## src/rtl/sha256_job_arbiter_if.sv

```systemverilog
// Requester- and core-facing bus of sha256_job_arbiter.
// master: the arbiter; slave: requesters plus the hashing core.
interface sha256_job_arbiter_if #(
    parameter int NUM_REQ = 4
);
    // Handshake: req[i] is a level held until ack[i]; grant is one-hot ownership of
    // the core; ack[i] is a one-cycle completion pulse; core_start is a one-cycle
    // pulse; core_done is a level that is high whenever the core is idle.
    logic [NUM_REQ-1:0]    req;
    logic [16*NUM_REQ-1:0] req_msg_addr;
    logic [16*NUM_REQ-1:0] req_out_addr;
    logic [NUM_REQ-1:0]    grant;
    logic [NUM_REQ-1:0]    ack;
    logic                  core_start;
    logic [15:0]           core_message_addr;
    logic [15:0]           core_output_addr;
    logic                  core_done;

    modport master (
        input  req, req_msg_addr, req_out_addr, core_done,
        output grant, ack, core_start, core_message_addr, core_output_addr
    );

    modport slave (
        output req, req_msg_addr, req_out_addr, core_done,
        input  grant, ack, core_start, core_message_addr, core_output_addr
    );
endinterface

```

## src/rtl/sha256_job_arbiter.sv

```systemverilog
// Round-robin arbiter sharing one SHA-256 core among NUM_REQ requesters.
// Optional job watchdog with err/core_abort outputs: define SHA256_ARB_TIMEOUT_EN.
module sha256_job_arbiter #(
    parameter int NUM_REQ        = 4,
    parameter int TIMEOUT_CYCLES = 4096
) (
    input  logic                        clk,
    input  logic                        reset_n,
    sha256_job_arbiter_if.master        bus,
    output logic                        busy_o,
    output logic [15:0]                 job_count_o,
`ifdef SHA256_ARB_TIMEOUT_EN
    output logic                        err_o,
    output logic                        core_abort_o,
`endif
    output logic [2:0]                  state_o
);
    localparam int PTR_W = $clog2(NUM_REQ);

    typedef enum logic [2:0] {
        IDLE      = 3'd0,
        ISSUE     = 3'd1,
        WAIT_LOW  = 3'd2,
        WAIT_HIGH = 3'd3,
        ACK       = 3'd4
    } state_e;

    state_e             state_q, state_d;
    logic [PTR_W-1:0]   ptr_q, ptr_d;
    logic [PTR_W-1:0]   owner_q, owner_d;
    logic [NUM_REQ-1:0] grant_q, grant_d;
    logic [NUM_REQ-1:0] ack_q, ack_d;
    logic               start_q, start_d;
    logic               busy_q, busy_d;
    logic [15:0]        msg_q, msg_d;
    logic [15:0]        out_q, out_d;
    logic [15:0]        jc_q, jc_d;

    logic               found;
    logic [PTR_W-1:0]   winner;
    logic               done_ok;
    logic               timed_out;

    // First requester at or after the pointer, wrapping modulo NUM_REQ.
    always_comb begin
        logic [PTR_W:0]   idx;
        logic [PTR_W-1:0] cand;
        found  = 1'b0;
        winner = '0;
        idx    = '0;
        cand   = '0;
        for (int k = 0; k < NUM_REQ; k++) begin
            idx = {1'b0, ptr_q} + (PTR_W+1)'(k);
            if (idx >= (PTR_W+1)'(NUM_REQ)) idx = idx - (PTR_W+1)'(NUM_REQ);
            cand = idx[PTR_W-1:0];
            if (!found && bus.req[cand]) begin
                found  = 1'b1;
                winner = cand;
            end
        end
    end

    assign done_ok = (state_q == WAIT_HIGH) && bus.core_done;

`ifdef SHA256_ARB_TIMEOUT_EN
    logic [15:0] wdog_q, wdog_d;
    logic        err_q, err_d;
    logic        abort_q, abort_d;

    // A normal completion in the same cycle takes priority over the watchdog.
    assign timed_out = ((state_q == WAIT_LOW) || (state_q == WAIT_HIGH)) && !done_ok &&
                       (wdog_q == 16'(TIMEOUT_CYCLES - 1));
`else
    assign timed_out = 1'b0;
`endif

    always_comb begin
        state_d = state_q;
        ptr_d   = ptr_q;
        owner_d = owner_q;
        grant_d = grant_q;
        ack_d   = '0;
        start_d = 1'b0;
        msg_d   = msg_q;
        out_d   = out_q;
        jc_d    = jc_q;
`ifdef SHA256_ARB_TIMEOUT_EN
        wdog_d  = wdog_q;
        err_d   = 1'b0;
        abort_d = 1'b0;
`endif
        case (state_q)
            IDLE: begin
                if (found && bus.core_done) begin
                    owner_d = winner;
                    grant_d = NUM_REQ'(1) << winner;
                    msg_d   = bus.req_msg_addr[{winner, 4'b0000} +: 16];
                    out_d   = bus.req_out_addr[{winner, 4'b0000} +: 16];
                    start_d = 1'b1;
                    state_d = ISSUE;
`ifdef SHA256_ARB_TIMEOUT_EN
                    wdog_d  = '0;
`endif
                end
            end
            ISSUE:     state_d = WAIT_LOW;
            WAIT_LOW:  if (!bus.core_done) state_d = WAIT_HIGH;
            WAIT_HIGH: ;
            ACK:       state_d = IDLE;
            default:   state_d = IDLE;
        endcase

`ifdef SHA256_ARB_TIMEOUT_EN
        if ((state_q == WAIT_LOW) || (state_q == WAIT_HIGH)) wdog_d = wdog_q + 16'd1;
        err_d   = timed_out;
        abort_d = timed_out;
`endif

        if (done_ok || timed_out) begin
            ack_d   = grant_q;
            grant_d = '0;
            ptr_d   = (owner_q == PTR_W'(NUM_REQ - 1)) ? '0 : owner_q + PTR_W'(1);
            state_d = ACK;
            if (done_ok) jc_d = jc_q + 16'd1;
        end

        busy_d = (state_d != IDLE);
    end

    always_ff @(posedge clk or negedge reset_n) begin
        if (!reset_n) begin
            state_q <= IDLE;
            ptr_q   <= '0;
            owner_q <= '0;
            grant_q <= '0;
            ack_q   <= '0;
            start_q <= 1'b0;
            busy_q  <= 1'b0;
            msg_q   <= '0;
            out_q   <= '0;
            jc_q    <= '0;
`ifdef SHA256_ARB_TIMEOUT_EN
            wdog_q  <= '0;
            err_q   <= 1'b0;
            abort_q <= 1'b0;
`endif
        end else begin
            state_q <= state_d;
            ptr_q   <= ptr_d;
            owner_q <= owner_d;
            grant_q <= grant_d;
            ack_q   <= ack_d;
            start_q <= start_d;
            busy_q  <= busy_d;
            msg_q   <= msg_d;
            out_q   <= out_d;
            jc_q    <= jc_d;
`ifdef SHA256_ARB_TIMEOUT_EN
            wdog_q  <= wdog_d;
            err_q   <= err_d;
            abort_q <= abort_d;
`endif
        end
    end

    assign bus.grant             = grant_q;
    assign bus.ack               = ack_q;
    assign bus.core_start        = start_q;
    assign bus.core_message_addr = msg_q;
    assign bus.core_output_addr  = out_q;
    assign busy_o                = busy_q;
    assign job_count_o           = jc_q;
    assign state_o               = state_q;
`ifdef SHA256_ARB_TIMEOUT_EN
    assign err_o                 = err_q;
    assign core_abort_o          = abort_q;
`endif
endmodule

```

## src/flat_wrapper.sv

```systemverilog
// flat-port wrapper written by rule: the top's interface ports become plain ports
module sha256_job_arbiter_flat 
#(
    parameter int NUM_REQ        = 4,
    parameter int TIMEOUT_CYCLES = 4096
)
  (clk, reset_n, busy_o, job_count_o, state_o, bus_req, bus_req_msg_addr, bus_req_out_addr, bus_core_done, bus_grant, bus_ack, bus_core_start, bus_core_message_addr, bus_core_output_addr);
  sha256_job_arbiter_if #(.NUM_REQ(NUM_REQ)) bus_i ();
  input  logic clk;
  input  logic reset_n;
  output logic busy_o;
  output logic [15:0] job_count_o;
  output logic [2:0] state_o;
  input wire logic [$bits(bus_i.req)-1:0] bus_req;
  input wire logic [$bits(bus_i.req_msg_addr)-1:0] bus_req_msg_addr;
  input wire logic [$bits(bus_i.req_out_addr)-1:0] bus_req_out_addr;
  input wire logic [$bits(bus_i.core_done)-1:0] bus_core_done;
  output wire logic [$bits(bus_i.grant)-1:0] bus_grant;
  output wire logic [$bits(bus_i.ack)-1:0] bus_ack;
  output wire logic [$bits(bus_i.core_start)-1:0] bus_core_start;
  output wire logic [$bits(bus_i.core_message_addr)-1:0] bus_core_message_addr;
  output wire logic [$bits(bus_i.core_output_addr)-1:0] bus_core_output_addr;
  assign bus_i.req = bus_req;
  assign bus_i.req_msg_addr = bus_req_msg_addr;
  assign bus_i.req_out_addr = bus_req_out_addr;
  assign bus_i.core_done = bus_core_done;
  assign bus_grant = bus_i.grant;
  assign bus_ack = bus_i.ack;
  assign bus_core_start = bus_i.core_start;
  assign bus_core_message_addr = bus_i.core_message_addr;
  assign bus_core_output_addr = bus_i.core_output_addr;
  sha256_job_arbiter #(.NUM_REQ(NUM_REQ), .TIMEOUT_CYCLES(TIMEOUT_CYCLES)) u_core (.clk(clk), .reset_n(reset_n), .bus(bus_i), .busy_o(busy_o), .job_count_o(job_count_o), .state_o(state_o));
endmodule
```

## config.mk

```make
export PLATFORM = sky130hd
export DESIGN_NAME = sha256_job_arbiter_flat
export DESIGN_NICKNAME = d
export VERILOG_FILES = /design/src/rtl/sha256_job_arbiter_if.sv /design/src/rtl/sha256_job_arbiter.sv /design/src/flat_wrapper.sv
export SDC_FILE = /design/constraint.sdc
export NUM_CORES = 1
export LEC_CHECK = 0
export ABC_AREA = 0
export CAP_MARGIN = 20
export CELL_PAD_IN_SITES_DETAIL_PLACEMENT = 1
export CELL_PAD_IN_SITES_GLOBAL_PLACEMENT = 2
export CORE_MARGIN = 1
export CORE_UTILIZATION = 19
export CTS_BUF_LIST = sky130_fd_sc_hd__clkbuf_4 sky130_fd_sc_hd__clkbuf_8 sky130_fd_sc_hd__clkbuf_16
export DETAILED_ROUTE_END_ITERATION = 10
export PLACE_DENSITY = 0.73
export SYNTH_ARGS = -nofsm -noshare
export SYNTH_HDL_FRONTEND = slang
export SYNTH_SLANG_ARGS = --single-unit
```

## constraint.sdc

```tcl
create_clock -name clk -period 1.8 [get_ports clk]
set_clock_uncertainty 0.1 [all_clocks]
set_input_delay 0.36 -clock clk [delete_from_list [all_inputs] [get_ports clk]]
set_output_delay 0.36 -clock clk [all_outputs]
set_load 0.02 [all_outputs]
```

# After elaboration in Yosys (flattened, before gate mapping)
# Index checks and enable logic that the tools add are counted.
dict set report totals {
  register_bits 65
  in_bits 135
  output_inout_bits 61
  elab_cells 79
}
dict set report op_classes {
  addsub 9
  n_lt_le_gt_ge 8
  n_eq_ne 4
  shifts 3
  n_mux 31
  n_reduce_logical 14
}
# operator count
set ops {}
lappend ops {{indexed part select 64 x 7 -> 16 bit} 2}
lappend ops {{2-to-1 mux 2 bit} 9}
lappend ops {{adder 16 x 1 -> 16 bit, second input constant} 1}
lappend ops {{2-to-1 mux 4 bit} 4}
lappend ops {{less-than comparator 2 x 3 -> 1 bit, second input constant} 4}
lappend ops {{one-hot mux 3 bit (4 select lines)} 1}
lappend ops {{2-to-1 mux 1 bit} 10}
lappend ops {{greater-or-equal comparator 3 bit, second input constant} 3}
lappend ops {{2-to-1 mux 3 bit} 3}
lappend ops {{binary-select mux 1 bit (select 2 bit)} 4}
lappend ops {{subtractor 2 x 1 -> 2 bit, second input constant} 4}
lappend ops {{adder 2 x 2 -> 3 bit, second input constant} 2}
lappend ops {{equality test 3 x 2 -> 1 bit, second input constant} 2}
lappend ops {{logical AND 1 bit} 5}
lappend ops {{AND reduction 2 bit} 2}
lappend ops {{nonzero test 2 bit} 2}
lappend ops {{<< shifter 1 x 2 -> 4 bit, first input constant} 1}
lappend ops {{adder 2 x 1 -> 3 bit, second input constant} 1}
lappend ops {{equality test 3 x 1 -> 1 bit, second input constant} 1}
lappend ops {{greater-or-equal comparator 2 x 3 -> 1 bit, second input constant} 1}
lappend ops {{logical NOT 1 bit} 3}
lappend ops {{logical NOT 3 bit} 1}
lappend ops {{nonzero test 3 bit} 1}
lappend ops {{adder 2 x 1 -> 2 bit, second input constant} 1}
lappend ops {{equality test 2 bit, second input constant} 1}

# Longest topological paths before layout
dict set report depth {
  ltp_word 19
  depth_mapped 9
  depth_no_buf 7
}

# Worst setup path before layout
# OpenSTA, ideal clock, no wires.
dict set report synth_timing {
  path_type {reg-to-reg}
  start {register u_core.state_q[1], in the netlist u_core.state_o[1]}
  end {register u_core.jc_q[8], in the netlist u_core.job_count_o[8]}
  setup_time_ns 0.129
  arrival_ns 1.708
  required_time_ns 1.571
  setup_slack_ns -0.137
  path_stages_with_launch 10
  n_path_buf 2
  period_less_slack_ns 1.937
  cell_sequence {dfrtp_1 -> and3_1 -> nand2b_1 -> buf_2 -> inv_1 -> and3_1 -> and4_1 -> buf_2 -> nand3_1 -> xnor2_1}
}
dict set report synth_via {
  elab_chain_cells 2
}
# item line_no
set synth_rtl {}
lappend synth_rtl {{from (decl)} sha256_job_arbiter.sv:28} ;# state_e state_q, state_d;
lappend synth_rtl {{from (signal assigned)} sha256_job_arbiter.sv:148} ;# state_q <= state_d;
lappend synth_rtl {{equality test 3 x 2 -> 1 bit} sha256_job_arbiter.sv:63} ;# assign done_ok = (state_q == WAIT_HIGH) && bus.core_done;
lappend synth_rtl {{logical AND 1 bit} sha256_job_arbiter.sv:63}
lappend synth_rtl {{to (signal assigned)} sha256_job_arbiter.sv:157} ;# jc_q <= jc_d;
lappend synth_rtl {{to (decl)} sha256_job_arbiter.sv:37} ;# logic [15:0] jc_q, jc_d;
# Every way passes these cells.
# A chain may end at the register's enable or synchronous reset.

# Worst setup path after layout
dict set report layout_timing {
  start {register u_core.state_q[1], in the netlist u_core.state_o[1]}
  end {register u_core.msg_q[13], in the netlist u_core.bus.core_message_addr[13]}
}
dict set report layout_via {
  elab_chain_cells 2
}
# item line_no
set layout_rtl {}
lappend layout_rtl {{logical NOT 3 bit} sha256_job_arbiter.sv:92} ;# case (state_q)
lappend layout_rtl {{AND reduction 2 bit (no source line)} n/a}
lappend layout_rtl {{to (signal assigned)} sha256_job_arbiter.sv:155} ;# msg_q <= msg_d;
lappend layout_rtl {{to (decl)} sha256_job_arbiter.sv:35} ;# logic [15:0] msg_q, msg_d;
# Every way passes these cells.

==> flow_summary_export.csv <==
group,metric,value,unit
setup_path,cpMaxStageDelayCell,"sky130_fd_sc_hd__or4_4",
grt,globalRoute.totalOverflow,0,
sta,fin_crit_sh,102.6,%
die,chipWidth,136.1,microns
setup_path,criticalPathCategory,"flop to flop",
run,maxCapViolCount,0,
place,total_cell_area_at_the_placement_stage,5971,sq um
status,violations,"negative setup slack",
setup_path,critPathBufInv,2,
worst_hold_path,min_path_type,"primary input to asynchronous set/reset pin",
place,hpwlAfterDp,11.55,mm
synthesis,postSynthCellCount,366,
final_layout,area_growth_syn_to_layout,105.9,%
place,globalplace.congestion,0.7916,
detailed_routing,top_layer_used,"met4",
grt,grt_pass1_vias,4256,
setup_path,path_cells,"or4_4, buf_8, buf_16, a221oi_4, a31oi_1",
detailed_routing,antenna_violating_nets_post_route,0,
sta,worst_slew_margin_rel,75.37,%
power_and_ir_drop,static-leakage-power,0.003069,uW
detailed_routing,drc,0,
clock_tree,clkSlewWorstSetupHoldPaths,60,ps
sta,layout_min_cycle_time,1847,ps
synthesis,syn-mean-instance-area,9.329,sq um
synthesis,ys_seq_area_share,47.64,%
synthesis,synth_seq_cells,65,
die,fp.dieArea,18510,sq um
die,row_count,48,
clock_tree,htree_num_levels,3,
grt,groute.usage.overall,17.11,%
final_layout,nFillCells,1886,
setup_path,timing.critical_path.required,1920,ps
die,core_region_area,17420,sq um
clock_tree,clock_sink_count,65,
status,outcome,"finished, violations left",
synthesis,post_synth_instance_area,3415,sq um
final_layout,layout.cell_area.non_filler,7032,sq um
clock_tree,cts-buffers-inserted,9,
clock_tree,cts.path.max_buffers,2,
detailed_routing,post_drt_wl_per_cell,19.79,microns
detailed_routing,met1_length,6.505,mm
final_layout,antenna_cells,0,
detailed_routing,dr.pass1.iters,4,
grt,antenna_found_initial,0,
grt,grt_pass1_wl,23.78,mm
detailed_routing,met3_length,1.148,mm
final_layout,fin_nets,735,
sta,timing_hold_violations_final,0,
synthesis,synth_cell_types,37,
detailed_routing,detailroute.via_count,3943,
synthesis,ys.warnings.count,0,
power_and_ir_drop,vdd.ir_drop.worst,0.8196,mV
detailed_routing,drt_iter0_markers,168,
sta,max_slew.worst_pin.slew,369.5,ps
sta,timing.fmax,541.6,MHz
setup_path,critical_path.reg2reg.startpoint,"u_core.state_o[1]",
clock_tree,tritoncts,"done",
sta,setup_violating_endpoint_count_in_the_final_report,13,
die,die_height,136.1,microns
final_layout,drive_above_1_share,26.53,%
place,port_buffers,195,
die,top_level_ports,196,
sta,report.final.slew_viol_count,0,
sta,rsz_0062_raised_after_global_routing,"true",
setup_path,startpoint_type,"flop",
setup_path,critPathArrivalTime,1960,ps
final_layout,multi_input_comb_area,2029,sq um
power_and_ir_drop,power.total,9723,uW
grt,grt_max_degree,30,
setup_path,critPathCaptureType,"flop",
setup_path,worst_setup_path_startpoint,"u_core.state_o[1]",
die,initial_core_utilization,19.60,%
setup_path,crit_fanout,5,
clock_tree,cts.root.buffer_cell,"sky130_fd_sc_hd__clkbuf_16",
detailed_routing,drt-vias-per-instance,4.762,
final_layout,final_core_utilization,40.37,%
clock_tree,worst_skew_pair_later_pin_latency,340,ps
power_and_ir_drop,power_density,1383,nW/um^2
synthesis,synthesis.nets,503,
detailed_routing,postRouteWirelength,16.39,mm
detailed_routing,met2_length,8.423,mm
final_layout,layout.area.seq,1632,sq um
setup_path,critical_path.max_stage_delay,590,ps
sta,layout_setup_ws,-46.51,ps
setup_path,worst_path_dominant_cell_family,"simple AND/OR/NAND/NOR gates",
per-layer routing:
| metal | vias to the layer above | global-route usage [%] |
|---|---|---|
| met5 | - | 0 |
| li1 | 1833 | - |
| met1 | 1941 | 19.23 |
| met2 | 145 | 30.34 |
| met4 | 0 | 5.432 |
| met3 | 24 | 5.556 |
per-stage QoR:
step                instances  setup WS (ps)  hold WS (ps)  setup TNS (ps)
floorplan                 366         -40.60        -35.59          -777.6
global placement          795         -773.8         196.4          -30000
detailed placement        795         -783.2         200.6          -32800
CTS                       822         -49.39         382.6          -315.8
global route              828         -108.4         399.8           -2261
finish                    828         -46.51         374.2          -270.7
cell families (layout without fill, tap and decap cells):
group,after synthesis,after routing,share of synthesized area [%]
xor+xnor,15,15,3.848
flops,65,65,47.64
simple gates,163,163,22.68
buf+inv,37,274,6.046
mux,1,1,0.2932
fa+ha+maj,2,2,0.7328
compound gates,83,83,18.76
worst paths after layout:
path                                                    endpoint  slack, ps  cells after the start
worst max-delay path            u_core.bus.core_message_addr[13]        -50                      5
worst min-delay path                       u_core.job_count_o[5]        370                      2
worst max register to register  u_core.bus.core_message_addr[13]        -50                      5
worst min register to register            u_core.job_count_o[12]        400                      1
max in group asynchronous                 u_core.job_count_o[11]        730                      3
min in group clk                          u_core.job_count_o[12]        400                      1
final cells by class:
type | count | area share [%]
Timing Repair Buffer | 254 | 38.83
Multi-Input combinational cell | 264 | 28.86
Inverter | 4 | 0.4270
Sequential cell | 65 | 23.20
Clock inverter | 6 | 1.281
Tap cell | 225 | 4.004
Clock buffer | 10 | 3.399
power by group:
group / total, uW / internal (uW) / leakage, uW / switching, uW
registers: 2390 / 2010 / 0.000793 / 386
logic: 5370 / 2520 / 0.00212 / 2860
clock network: 1960 / 1250 / 0.000159 / 701
sequential cells by signal, summed over array words and instances (netlist names):
name	flops
u_core.busy_o	1
u_core.bus.grant	4
u_core.bus.core_output_addr	16
u_core.bus.core_start	1
u_core.bus.core_message_addr	16
u_core.bus.ack	4
u_core.job_count_o	16
u_core.ptr_q	2
u_core.state_o	3
u_core.owner_q	2
Yosys cell counts:
library cell	instances	area (sq um)
sky130_fd_sc_hd__nand3_1	73	365.4
sky130_fd_sc_hd__dfrtp_1	65	1627
sky130_fd_sc_hd__nor2_1	40	150.1
sky130_fd_sc_hd__a31oi_1	32	200.2
sky130_fd_sc_hd__a221oi_1	26	227.7
sky130_fd_sc_hd__nand2_1	23	86.33
sky130_fd_sc_hd__buf_2	13	65.06
sky130_fd_sc_hd__xnor2_1	13	113.9
sky130_fd_sc_hd__clkbuf_1	10	37.54
sky130_fd_sc_hd__a21oi_1	7	35.03
sky130_fd_sc_hd__and3_1	7	43.79
sky130_fd_sc_hd__a221oi_2	6	90.09
sky130_fd_sc_hd__buf_4	5	37.54
sky130_fd_sc_hd__o21ai_0	5	25.02
sky130_fd_sc_hd__and2_1	4	25.02
sky130_fd_sc_hd__buf_6	4	45.04
sky130_fd_sc_hd__inv_1	3	11.26
sky130_fd_sc_hd__nand4_1	3	18.77
sky130_fd_sc_hd__nor3_1	3	15.01
sky130_fd_sc_hd__ha_1	2	25.02
sky130_fd_sc_hd__nand2b_1	2	12.51
sky130_fd_sc_hd__nor2b_1	2	12.51
sky130_fd_sc_hd__o221a_2	2	22.52
sky130_fd_sc_hd__or3_1	2	12.51
sky130_fd_sc_hd__xor2_1	2	17.52
sky130_fd_sc_hd__and4_1	1	8.760
sky130_fd_sc_hd__buf_1	1	3.750
sky130_fd_sc_hd__inv_4	1	6.260
sky130_fd_sc_hd__mux2i_1	1	10.01
sky130_fd_sc_hd__nand4b_1	1	8.760
sky130_fd_sc_hd__o21ai_1	1	5.000
sky130_fd_sc_hd__o21ai_2	1	8.760
sky130_fd_sc_hd__o31ai_1	1	7.510
sky130_fd_sc_hd__o32a_1	1	10.01
sky130_fd_sc_hd__o32ai_1	1	8.760
sky130_fd_sc_hd__or2b_1	1	7.510
sky130_fd_sc_hd__or4_1	1	7.510
cell usage in the layout, fill, tap and decap left out, types with 3 or more instances in the layout:
master and n:
sky130_fd_sc_hd__clkdlybuf4s50_1 139, sky130_fd_sc_hd__dfrtp_1 61, sky130_fd_sc_hd__nand3_1 43, sky130_fd_sc_hd__nor2_1 39, sky130_fd_sc_hd__dlygate4sd2_1 34, sky130_fd_sc_hd__a31oi_1 32
sky130_fd_sc_hd__nand3_2 29, sky130_fd_sc_hd__buf_4 27, sky130_fd_sc_hd__a221oi_2 24, sky130_fd_sc_hd__nand2_1 23, sky130_fd_sc_hd__dlymetal6s2s_1 21, sky130_fd_sc_hd__buf_6 12
sky130_fd_sc_hd__xnor2_1 11, sky130_fd_sc_hd__clkbuf_16 11, sky130_fd_sc_hd__buf_12 11, sky130_fd_sc_hd__a21oi_1 5, sky130_fd_sc_hd__a221oi_1 5, sky130_fd_sc_hd__and2_1 4
sky130_fd_sc_hd__dfrtp_2 4, sky130_fd_sc_hd__o21ai_2 3, sky130_fd_sc_hd__and3_4 3, sky130_fd_sc_hd__o21ai_0 3, sky130_fd_sc_hd__a221oi_4 3, sky130_fd_sc_hd__and3_1 3
sky130_fd_sc_hd__nand4_1 3, sky130_fd_sc_hd__buf_16 3, sky130_fd_sc_hd__buf_8 3
repair_timing:
| action | in CTS | in global routing |
|---|---|---|
| hold buffers | 1 | 0 |
| gates cloned | 5 | 3 |
| hold endpoints to repair | 23 | 0 |
| pin swaps | 10 | 31 |
| endpoints found under the setup margin | 77 | 64 |
| setup buffers | 5 | 5 |
| resized for setup | 72 | 76 |
No activity file was read; power rests on OpenSTA's default activity.
